==> src/rtl/sqrt_share_ctrl_if.sv <==
// Bundle between the sqrt scheduler, its requesters and the shared root unit.
// The slave modport is the scheduler's view; master is the environment side.
interface sqrt_share_ctrl_if #(
   parameter int NREQ = 4
) ();
   logic [NREQ-1:0]    req;
   logic [32*NREQ-1:0] x_in;
   logic [NREQ-1:0]    grant;
   logic [NREQ-1:0]    done;
   logic [15:0]        y_out;
   logic               err;
   logic               sq_reset;
   logic [31:0]        sq_x;
   logic               sq_rdy;
   logic [15:0]        sq_y;

   modport master (
      output req, x_in, sq_rdy, sq_y,
      input  grant, done, y_out, err, sq_reset, sq_x
   );

   modport slave (
      input  req, x_in, sq_rdy, sq_y,
      output grant, done, y_out, err, sq_reset, sq_x
   );
endinterface

==> src/rtl/sqrt_share_ctrl.sv <==
// Round-robin scheduler sharing one iterative sqrt32 root unit among NREQ
// requesters, with a watchdog that aborts operations whose rdy never comes.
module sqrt_share_ctrl #(
   parameter int NREQ    = 4,
   parameter int TIMEOUT = 64
) (
   input  logic clk,
   input  logic reset,
   sqrt_share_ctrl_if.slave bus
);
   localparam int IW = $clog2(NREQ);
   localparam int CW = $clog2(TIMEOUT);

   typedef enum logic [1:0] {IDLE, LAUNCH, BUSY, RELEASE} state_t;

   state_t          state, state_nx;
   logic [IW-1:0]   ptr, ptr_nx;
   logic [IW-1:0]   idx, idx_nx;
   logic [CW-1:0]   cnt, cnt_nx;
   logic [NREQ-1:0] grant, grant_nx;
   logic [NREQ-1:0] done, done_nx;
   logic            err, err_nx;
   logic [15:0]     y, y_nx;
   logic [31:0]     sqx, sqx_nx;
   logic            sqr, sqr_nx;

   logic            found;
   logic [IW-1:0]   pick;
   logic [IW-1:0]   rr_c;
   logic [31:0]     x_sel;
   logic            tmo;
   logic [NREQ-1:0] pick_oh;
   logic [NREQ-1:0] idx_oh;

   // Search upward from ptr with wrap; the first asserted req wins.
   always_comb begin
      found = 1'b0;
      pick  = '0;
      rr_c  = '0;
      for (int k = 0; k < NREQ; k++) begin
         rr_c = IW'((int'(ptr) + k) % NREQ);
         if (!found && bus.req[rr_c]) begin
            found = 1'b1;
            pick  = rr_c;
         end
      end
   end

   always_comb begin
      x_sel = '0;
      for (int i = 0; i < NREQ; i++) begin
         if (pick == IW'(i)) x_sel = bus.x_in[32*i +: 32];
      end
   end

   assign tmo     = (cnt == CW'(TIMEOUT - 1));
   assign pick_oh = {{(NREQ-1){1'b0}}, 1'b1} << pick;
   assign idx_oh  = {{(NREQ-1){1'b0}}, 1'b1} << idx;

   always_ff @(posedge clk or posedge reset) begin
      if (reset) begin
         state <= IDLE;
         ptr   <= '0;
         idx   <= '0;
         cnt   <= '0;
         grant <= '0;
         done  <= '0;
         err   <= 1'b0;
         y     <= '0;
         sqx   <= '0;
         sqr   <= 1'b1;
      end else begin
         state <= state_nx;
         ptr   <= ptr_nx;
         idx   <= idx_nx;
         cnt   <= cnt_nx;
         grant <= grant_nx;
         done  <= done_nx;
         err   <= err_nx;
         y     <= y_nx;
         sqx   <= sqx_nx;
         sqr   <= sqr_nx;
      end
   end

   always_comb begin
      state_nx = state;
      case (state)
         IDLE:    if (found) state_nx = LAUNCH;
         LAUNCH:  state_nx = BUSY;
         BUSY:    if (bus.sq_rdy || tmo) state_nx = RELEASE;
         RELEASE: state_nx = IDLE;
         default: state_nx = IDLE;
      endcase
   end

   // sq_rdy is only looked at in BUSY, so a stale flag elsewhere is harmless.
   always_comb begin
      ptr_nx   = ptr;
      idx_nx   = idx;
      cnt_nx   = cnt;
      grant_nx = grant;
      done_nx  = done;
      err_nx   = err;
      y_nx     = y;
      sqx_nx   = sqx;
      sqr_nx   = sqr;
      case (state)
         IDLE: begin
            sqr_nx = 1'b1;
            if (found) begin
               idx_nx   = pick;
               grant_nx = pick_oh;
               sqx_nx   = x_sel;
            end
         end
         LAUNCH: begin
            sqr_nx = 1'b0;
            cnt_nx = '0;
         end
         BUSY: begin
            cnt_nx = cnt + 1'b1;
            if (bus.sq_rdy) begin
               y_nx    = bus.sq_y;
               done_nx = idx_oh;
               sqr_nx  = 1'b1;
            end else if (tmo) begin
               y_nx    = 16'hFFFF;
               done_nx = idx_oh;
               err_nx  = 1'b1;
               sqr_nx  = 1'b1;
            end
         end
         RELEASE: begin
            grant_nx = '0;
            done_nx  = '0;
            err_nx   = 1'b0;
            ptr_nx   = (idx == IW'(NREQ - 1)) ? '0 : idx + 1'b1;
         end
         default: ;
      endcase
   end

   assign bus.grant    = grant;
   assign bus.done     = done;
   assign bus.err      = err;
   assign bus.y_out    = y;
   assign bus.sq_x     = sqx;
   assign bus.sq_reset = sqr;
endmodule

==> src/flat_wrapper.sv <==
// flat-port wrapper written by rule: the top's interface ports become plain ports
module sqrt_share_ctrl_flat 
#(
   parameter int NREQ    = 4,
   parameter int TIMEOUT = 64
)
  (clk, reset, bus_req, bus_x_in, bus_sq_rdy, bus_sq_y, bus_grant, bus_done, bus_y_out, bus_err, bus_sq_reset, bus_sq_x);
  sqrt_share_ctrl_if #(.NREQ(NREQ)) bus_i ();
  input  logic clk;
  input  logic reset;
  input wire logic [$bits(bus_i.req)-1:0] bus_req;
  input wire logic [$bits(bus_i.x_in)-1:0] bus_x_in;
  input wire logic [$bits(bus_i.sq_rdy)-1:0] bus_sq_rdy;
  input wire logic [$bits(bus_i.sq_y)-1:0] bus_sq_y;
  output wire logic [$bits(bus_i.grant)-1:0] bus_grant;
  output wire logic [$bits(bus_i.done)-1:0] bus_done;
  output wire logic [$bits(bus_i.y_out)-1:0] bus_y_out;
  output wire logic [$bits(bus_i.err)-1:0] bus_err;
  output wire logic [$bits(bus_i.sq_reset)-1:0] bus_sq_reset;
  output wire logic [$bits(bus_i.sq_x)-1:0] bus_sq_x;
  assign bus_i.req = bus_req;
  assign bus_i.x_in = bus_x_in;
  assign bus_i.sq_rdy = bus_sq_rdy;
  assign bus_i.sq_y = bus_sq_y;
  assign bus_grant = bus_i.grant;
  assign bus_done = bus_i.done;
  assign bus_y_out = bus_i.y_out;
  assign bus_err = bus_i.err;
  assign bus_sq_reset = bus_i.sq_reset;
  assign bus_sq_x = bus_i.sq_x;
  sqrt_share_ctrl #(.NREQ(NREQ), .TIMEOUT(TIMEOUT)) u_core (.clk(clk), .reset(reset), .bus(bus_i));
endmodule
==> config.mk <==
export PLATFORM = sky130hd
export DESIGN_NAME = sqrt_share_ctrl_flat
export DESIGN_NICKNAME = d
export VERILOG_FILES = /design/src/rtl/sqrt_share_ctrl_if.sv /design/src/rtl/sqrt_share_ctrl.sv /design/src/flat_wrapper.sv
export SDC_FILE = /design/constraint.sdc
export NUM_CORES = 1
export LEC_CHECK = 0
export CAP_MARGIN = 10
export CORE_MARGIN = 10
export CORE_UTILIZATION = 40
export CTS_CLUSTER_DIAMETER = 50
export DETAILED_ROUTE_END_ITERATION = 7
export HOLD_SLACK_MARGIN = 0.02
export PLACE_DENSITY = 0.81
export SYNTH_ARGS = -nofsm -noshare
export SYNTH_HDL_FRONTEND = slang
export SYNTH_SLANG_ARGS = --single-unit
==> constraint.sdc <==
create_clock -name clk -period 2.45 [get_ports clk]
set_clock_uncertainty 0.05 [all_clocks]
set_input_delay 0.49 -clock clk [delete_from_list [all_inputs] [get_ports clk]]
set_output_delay 0.49 -clock clk [all_outputs]
set_load 0.02 [all_outputs]
Yosys cells after proc, flatten, opt, wreduce, memory -nomap -nowiden --
Index checks and enable logic that the tools add are counted.
Storage, ports and cells: input bits 151, bits in registers 70, output and inout port bits 58, logic and storage cells 92
Operators by class: reductions and logical operators 21, shifts and indexed selects 2, muxes and demuxes 37, $add $sub $neg 5, $lt $le $gt $ge 4, equal/unequal tests 13
Operators by type and width (number):
- $mux 32 | 4
- $mux 16 | 2
- $pmux 4 s2 | 2
- $mux 2 | 7
- $lt 2x3->1 const B | 4
- $mux 4 | 3
- $pmux 6 s2 | 1
- $reduce_and 2->1 | 6
- $mux 1 | 11
- $eq 2x2->1 const B | 5
- $bmux 1 s2 | 4
- $pmux 2 s4 | 1
- $reduce_bool 2->1 | 4
- $shl 1x2->4 const A | 2
- $add 6x1->6 const B | 1
- $eq 6x6->1 const B | 1
- $ne 2x1->1 const B | 3
- $add 2x1->2 const B | 2
- $add 2x2->2 const B | 2
- $eq 2x1->1 const B | 2
- $logic_not 2->1 | 2
- $logic_and 1x1->1 | 3
- $logic_not 1->1 | 3
- $ne 3x2->1 const B | 1
- other kinds (6) | 6

Longest topological paths before layout --
Gate-level depths: netlist of the first run.
depth after elaboration 17, gate-level depth with buffers 8, mapped depth without buffers 7

Least setup slack after synthesis of the first run --
No wires, ideal clock.
kind register to register, from reg u_core.cnt[0], to reg u_core.state[1], setup time 128 ps, cell stages (with the launch flop) 8, path slack 565 ps, data required time 2272 ps, path buffers 1, period minus slack after synthesis 1885 ps, data arrival time 1707 ps, path through dfrtp_1 ha_1 and3_1 a31oi_1 and2_0 buf_2 nor2_1 mux2_1
Between the ends: word-level cells in the longest chain between the ends 4
Ends and longest elaborated chain:
- from (decl) | RTL line sqrt_share_ctrl.sv:19 | logic [CW-1:0] cnt, cnt_nx;
- from (signal assigned) | RTL line sqrt_share_ctrl.sv:76 | cnt <= cnt_nx;
- $eq 6x6->1 | RTL line sqrt_share_ctrl.sv:56 | assign tmo = (cnt == CW'(TIMEOUT - 1));
- $logic_or 1x1->1 | RTL line sqrt_share_ctrl.sv:91 | BUSY: if (bus.sq_rdy || tmo) state_nx = RELEASE;
- $ne 2x1->1 (no source line)
- $reduce_and 2->1 (no source line)
- to (signal assigned) | RTL line sqrt_share_ctrl.sv:73 | state <= state_nx;
- to (decl) | RTL line sqrt_share_ctrl.sv:16 | state_t state, state_nx;
No other way between the ends. A chain may end at the register's enable or synchronous reset.

Worst setup path in the final report of the first run --
from in bus_req[2], to reg u_core.sqx[16] (netlist: u_core.bus.sq_x[16])
Between the ends: word-level cells in the longest chain between the ends 17, elaborated cells between the ends (all ways) 31, classes of those cells 3 x eq/ne; 20 x mux; 8 x reduce/logical
Ends and longest elaborated chain:
- from (decl) | RTL line flat_wrapper.sv:11 | input wire logic [$bits(bus_i.req)-1:0] bus_req;
- $bmux 1 s2 | RTL line sqrt_share_ctrl.sv:42 | if (!found && bus.req[rr_c]) begin
- $mux 1 (implied by the code) | RTL line sqrt_share_ctrl.sv:42
- $mux 1 | RTL line sqrt_share_ctrl.sv:42
- $logic_not 1->1 | RTL line sqrt_share_ctrl.sv:42
- $logic_and 1x1->1 | RTL line sqrt_share_ctrl.sv:42
- $mux 1 | RTL line sqrt_share_ctrl.sv:42
- $logic_not 1->1 | RTL line sqrt_share_ctrl.sv:42
- $logic_and 1x1->1 | RTL line sqrt_share_ctrl.sv:42
- $mux 1 | RTL line sqrt_share_ctrl.sv:42
- $logic_not 1->1 | RTL line sqrt_share_ctrl.sv:42
- $logic_and 1x1->1 | RTL line sqrt_share_ctrl.sv:42
- $mux 2 | RTL line sqrt_share_ctrl.sv:42
- $logic_not 2->1 | RTL line sqrt_share_ctrl.sv:52 | if (pick == IW'(i)) x_sel = bus.x_in[32*i +: 32];
- $mux 32 (4 in series) | RTL line sqrt_share_ctrl.sv:52
- to (signal assigned) | RTL line sqrt_share_ctrl.sv:81 | sqx <= sqx_nx;
- to (decl) | RTL line sqrt_share_ctrl.sv:24 | logic [31:0] sqx, sqx_nx;
Parallel ways exist; a longest one is shown, timed or not. The select of a mux whose other input is x is not followed.

==> flow_metrics.tcl, run 1 <==
set metrics [dict create \
    syn-num-nets 584 \
    netlist_top_cells_area "dfrtp_1 (43%), a211oi_1 (12%), mux2i_1 (8.5%), nand2_1 (5.1%), nor3_1 (4.0%)" \
    ys.flop_type "dfrtp_1" \
    antenna_found_initial 0 \
    post_drt_via_cell_ratio 5.32 \
    drtAntennaViolNets 0 \
    grt_busiest_layer "met2" \
    maxCapViolCount 0 \
    port_buffers 208 \
    async_flop_share 1.00 \
    gp_congestion 0.816 \
    crit_buf_inv 4 \
    r2r-start "u_core.cnt[0]$_DFFE_PP0P_" \
    track_usage 0.192 \
    fin_nets 798 \
    path_common_cell "buf_4" \
    finalWirelength_mm 14.2 \
    hp-class "register to register" \
    grt_util_met3 0.0853 \
    clk_pin_slew_ns 0.08 \
    dr.pass1.iters 4 \
    synth.cell_area_mm2 0.00399 \
    power_density_mw_per_mm2 1100 \
    worstPathMaxFanout 13 \
    cts_max_level 3 \
    whs_endpoint "u_core.bus.sq_reset$_DFFE_PP1P_" \
    yosysTopAreaCellShare 0.433 \
    combPwrFrac 0.587 \
    crit_family "buffers and inverters" \
    p_sw_frac 0.417 \
    crit_type "input port to register" \
    cts.sinks 70 \
    yosysMostFrequentCell "dfrtp_1" \
    rr_endpoint "u_core.bus.done[2]$_DFFE_PP0P_" \
    coreArea_mm2 0.00973 \
    wl_per_cell_um 18.4 \
    nFillCells 795 \
    global_route.usage.met1 0.204 \
    setup_ws_ns 0.287 \
    synth_seq_area_share 0.440 \
    synth_top_area_cell "dfrtp_1" \
    p_leak_nw 2.68 \
    row_count 36 \
    power.internal_w 0.00421 \
    hpwl_mm 11.3 \
    via_count 4120 \
    root_buffer "clkbuf_8" \
    slowest_delay_ns 0.44 \
    postSynthCellCount 422 \
    critPathRequiredTime_ns 2.61 \
    slew_headroom 0.506 \
    cts_buffers 9 \
    globalRouteMet2Util 0.333 \
    synth_cell_types 42 \
    cp-start-kind "input port" \
    setup_viol 0 \
    drive_above_1_share 0.0842 \
    period_minus_slack_ns 2.16 \
    finalPower_w 0.00722 \
    ys_ff_latch 70 \
    die_h_um 120 \
    dr.first_iter.drc_count 243 \
    clock_path_buffers 2 \
    drv_slew 0 \
    ys_warn_count 0 \
    reg2reg_setup_slack_ns 0.35 \
    insertion_delay_ns 0.34 \
    rsz0062_at_grt "false" \
    area_delta_synth_final_pct 64.3 \
    fmax_ghz 0.462 \
    start_util 0.410 \
    holdCritStartpoint "u_core.bus.sq_reset$_DFFE_PP1P_" \
    reg2regPathDepth 6 \
    diodes 0 \
    grt-ovfl-total 0 \
    peakVddDrop_mv 0.495 \
    min_period_over_period 0.883 \
    whs_path_depth 2 \
    drc 0 \
    die_area_mm2 0.0144 \
    grt_pass1_vias 4379 \
    tns_ns 0 \
    io_pins 209 \
    cts_tree "built" \
    cts_resized 0 \
    cpMaxStageDelayCell "clkdlybuf4s50_1" \
    status "finished, final reports clean" \
    synth_edf_count 0 \
    critPathArrivalTime_ns 2.32 \
    synthTopCellsByCount "dfrtp_1 (69), a211oi_1 (64), nand2_1 (54)" \
    seqPwrFrac 0.282 \
    post-place-ws_ns -0.193 \
    fin_util 0.673 \
    switchingPower_w 0.00301 \
    holdWs_ns 0.446 \
    die_x_um 120 \
    p_clk_frac 0.131 \
    cp_cell_sequence "clkdlybuf4s50_1 -> buf_4 -> a221oi_2 -> buf_4 -> o21ai_2 -> buf_4 -> a211oi_1 -> a211oi_1" \
    grt_max_degree 46 \
    hold_viol 0 \
    grt_pass1_wl_mm 22.4 \
    crit_path_end_kind "register" \
    syn_avg_cell_area_um2 9.45 \
    tightest_slew_ns 0.740 \
]
-- through the flow --
stage / cell area [um2] / cells
4_1_cts: 6520 / 771
5_1_grt: 6550 / 774
6_report: 6550 / 774
3_3_place_gp: 6320 / 755
2_1_floorplan: 3990 / 422
3_5_place_dp: 6320 / 755
-- worst min-delay path: cells and delay by family, from the launching register on --
family,cells,cell delay [ns]
flops,1,0.37
compound gates,2,0.13
-- placed cells by master, fill, tap and decap left out, types with 3 or more instances in the layout --
master / instances
buf_4: 20
inv_1: 10
o22ai_1: 3
ha_1: 11
a211oi_1: 64
buf_12: 7
dfrtp_1: 69
mux2i_1: 34
nand2b_1: 3
a21oi_1: 4
clkdlybuf4s50_1: 208
nor2_1: 36
o21ai_0: 14
nand3_1: 4
clkbuf_8: 10
nand2_1: 54
a22oi_1: 5
nor3_1: 32
nor2_2: 3
o22a_1: 16
-- timing repair --
| item | in CTS | in global routing |
|---|---|---|
| setup buffers | 0 | 3 |
| hold buffers | 0 | 0 |
| endpoints found under the setup margin | 0 | 1 |
-- worst max path at each step --
| stage | from | end | slack (ns) | cells past startpoint |
|---|---|---|---|---|
| 6_report | bus_req[2] | u_core.bus.sq_x[16]$_DFFE_PP0P_ | 0.29 | 8 |
| 5_1_grt | bus_req[2] | u_core.bus.sq_x[16]$_DFFE_PP0P_ | 0.12 | 8 |
| 4_1_cts | bus_req[0] | u_core.bus.sq_x[28]$_DFFE_PP0P_ | 0.17 | 7 |
| 3_5_place_dp | bus_req[0] | u_core.bus.sq_x[28]$_DFFE_PP0P_ | -0.19 | 7 |
| 3_3_place_gp | bus_req[0] | u_core.bus.sq_x[28]$_DFFE_PP0P_ | -0.15 | 7 |
| 2_1_floorplan | reset | u_core.bus.done[0]$_DFFE_PP0P_ | 0.14 | 1 |
-- sequential cells by signal, indices dropped and copies added, names as in the netlist --
signal	cells
u_core.bus.y_out	16
u_core.cnt	6
u_core.idx	2
u_core.state	2
u_core.bus.sq_reset	1
u_core.bus.err	1
u_core.bus.grant	4
u_core.bus.done	4
u_core.bus.sq_x	32
u_core.ptr	2
-- cell type report --
type	count	area, um2	area share
clock buffer	11	141	0.0216
clock inverter	5	58.8	0.00898
inverter	11	41.3	0.00630
multi-input combinational	309	2020	0.308
sequential	70	1750	0.268
tap	133	166	0.0254
timing repair buffer	235	2370	0.362
-- cell families (layout without fill, tap and decap cells) --
group,after synthesis,count (layout),synth area share
simple gates,143,143,0.158
buf+inv,43,262,0.0584
fa+ha+maj,11,11,0.0345
flops,70,70,0.440
compound gates,119,119,0.219
mux,36,36,0.0910
-- layer usage --
metal  share of wire  up-vias
met1            0.38     1938
met5               0        -
met4           0.022        0
met3           0.098       24
met2            0.50      187
li1                -     1971
-- power by group through the flow --
stage	Clock [W]	Combinational, W	Sequential (W)
CTS	0.000965	0.00424	0.00204
floorplan	0	0.00188	0.00256
global placement	0	0.00413	0.00203
global route	0.00103	0.00458	0.00211
detailed placement	0	0.00423	0.00206
finish	0.000947	0.00424	0.00204
Note: power is estimated with default switching activity, not from simulation.
==> run 2: changes to the inputs <==
--- a/config.mk
+++ b/config.mk
@@ -6,12 +6,13 @@
 export NUM_CORES = 1
 export LEC_CHECK = 0
 export CAP_MARGIN = 10
-export CORE_MARGIN = 10
+export CORE_MARGIN = 2
 export CORE_UTILIZATION = 40
 export CTS_CLUSTER_DIAMETER = 50
 export DETAILED_ROUTE_END_ITERATION = 7
 export HOLD_SLACK_MARGIN = 0.02
 export PLACE_DENSITY = 0.81
+export SKIP_LAST_GASP = 1
 export SYNTH_ARGS = -nofsm -noshare
 export SYNTH_HDL_FRONTEND = slang
 export SYNTH_SLANG_ARGS = --single-unit
==> flow_metrics.tcl, run 2 (synthesis gave the netlist of run 1 again) <==
set metrics [dict create \
    status "finished, final reports clean" \
    layout_common_cells "clkdlybuf4s50_1 (208), dfrtp_1 (69), a211oi_1 (64)" \
    root_buffer "clkbuf_8" \
    die_h_um 104 \
    cts_tree "built" \
    tightest_slew_ns 0.779 \
    holdWs_ns 0.346 \
    rsz0062_at_grt "false" \
    drive_above_1_share 0.0785 \
    post_cts_buffers 0 \
    via_count 4139 \
    p_leak_nw 2.67 \
    nFillCells 806 \
    final_common_cell "clkdlybuf4s50_1" \
    largest_register_ffs 32 \
    hp-class "input port to async pin" \
    fin_util 0.673 \
    worstPathMaxFanout 19 \
    slew_headroom 0.480 \
    drc 0 \
    dr.first_iter.drc_count 137 \
    cp-start-kind "register" \
    grt_max_degree 39 \
    grt_pass1_vias 4371 \
    area_delta_synth_final_pct 64.2 \
    critPathRequiredTime_ns 2.64 \
    place_area_mm2 0.00637 \
    crit_type "register to register" \
    p_sw_frac 0.418 \
    cts.sinks 70 \
    antenna_found_initial 0 \
    combPwrFrac 0.596 \
    cp_cell_sequence "ha_1 -> and3_1 -> a31oi_1 -> nor2_2 -> a22oi_1 -> o21ai_0" \
    insertion_delay_ns 0.34 \
    drtAntennaViolNets 0 \
    die_area_mm2 0.0108 \
    gp_congestion 0.772 \
    post_drt_via_cell_ratio 5.38 \
    grt-ovfl-total 0 \
    die_x_um 104 \
    clk_pin_slew_ns 0.07 \
    seqPwrFrac 0.285 \
    maxCapViolCount 0 \
    wl_per_cell_um 17.1 \
    slowest_delay_ns 0.63 \
    period_minus_slack_ns 2.11 \
    critPathLaunch "u_core.cnt[0]$_DFFE_PP0P_" \
    cts_buffers 9 \
    clock_path_buffers 2 \
    track_usage 0.242 \
    postCtsHoldBufs 0 \
    drv_slew 0 \
    diodes 0 \
    min_period_over_period 0.862 \
    post-place-ws_ns 0.00514 \
    row_count 36 \
    setup_ws_ns 0.338 \
    crit_path_end_kind "register" \
    cts_resized 0 \
    finalWirelength_mm 13.2 \
    p_clk_frac 0.120 \
    cpMaxStageDelayCell "nor2_2" \
    coreArea_mm2 0.00973 \
    start_util 0.410 \
    final_cell_area_mm2 0.00655 \
    setup_viol 0 \
    power_density_mw_per_mm2 1090 \
    power.internal_w 0.00414 \
    r2r-start "u_core.cnt[0]$_DFFE_PP0P_" \
    fin_nets 795 \
    fmax_ghz 0.473 \
    hpwl_mm 9.84 \
    grt_pass1_wl_mm 21.1 \
    critPathArrivalTime_ns 2.31 \
    dr.pass1.iters 4 \
    tns_ns 0 \
    io_pins 209 \
    port_buffers 208 \
    cts_max_level 3 \
    peakVddDrop_mv 0.449 \
    switchingPower_w 0.00298 \
    hold_viol 0 \
]
## run 2: changes by cell type in the layout (fill, tap and decap cells not counted)
cell,before,now
buf_4,20,14
a21oi_4,0,1
bufinv_16,1,0
clkbuf_8,10,11
a21oi_2,1,0
buf_12,7,10
clkinv_4,1,0
## run 2: layout make-up
cell class,count,area (um2),share of cell area
clock buffer,12,155,0.0237
clock inverter,3,20.0,0.00306
inverter,11,41.3,0.00630
multi-input combinational,309,2030,0.309
sequential,70,1750,0.268
tap,133,166,0.0254
timing repair buffer,232,2390,0.365
## run 2: through the flow
stage / instances / power (W)
after floorplan: 422 / 0.00445
after global placement: 755 / 0.00617
after detailed placement: 755 / 0.00631
after CTS: 770 / 0.00717
after global routing: 770 / 0.00759
final: 770 / 0.00711
## run 2: worst paths after layout
kind | end | slack (ns) | cells after the start
max | u_core.bus.done[2]$_DFFE_PP0P_ | 0.34 | 6
min | u_core.bus.y_out[15]$_DFFE_PP0P_ | 0.35 | 2
max reg2reg | u_core.bus.done[2]$_DFFE_PP0P_ | 0.34 | 6
min reg2reg | u_core.bus.sq_reset$_DFFE_PP1P_ | 0.45 | 2
max in group asynchronous | u_core.bus.sq_reset$_DFFE_PP1P_ | 1.47 | 3
min in group clk | u_core.bus.sq_reset$_DFFE_PP1P_ | 0.45 | 2
## run 2: layer usage
metal  routed length (um)  global-route usage
met1                 5160               0.267
met3                  928              0.0598
met4                  167              0.0753
met5                    0                   0
met2                 6900               0.453
## run 2: power by group through the flow
stage	sequential (W)	combinational (W)	clock, W
floorplan	0.00256	0.00188	0
global placement	0.00202	0.00414	0
detailed placement	0.00205	0.00426	0
CTS	0.00203	0.00427	0.000870
global route	0.00210	0.00457	0.000921
finish	0.00203	0.00424	0.000850
## run 2: worst max-delay path, delay by kind of cell (launching register included)
kind / cells / cell delay [ns]
compound gates: 3 / 0.51
flops: 1 / 0.39
fa+ha+maj: 1 / 0.20
simple gates: 2 / 0.86
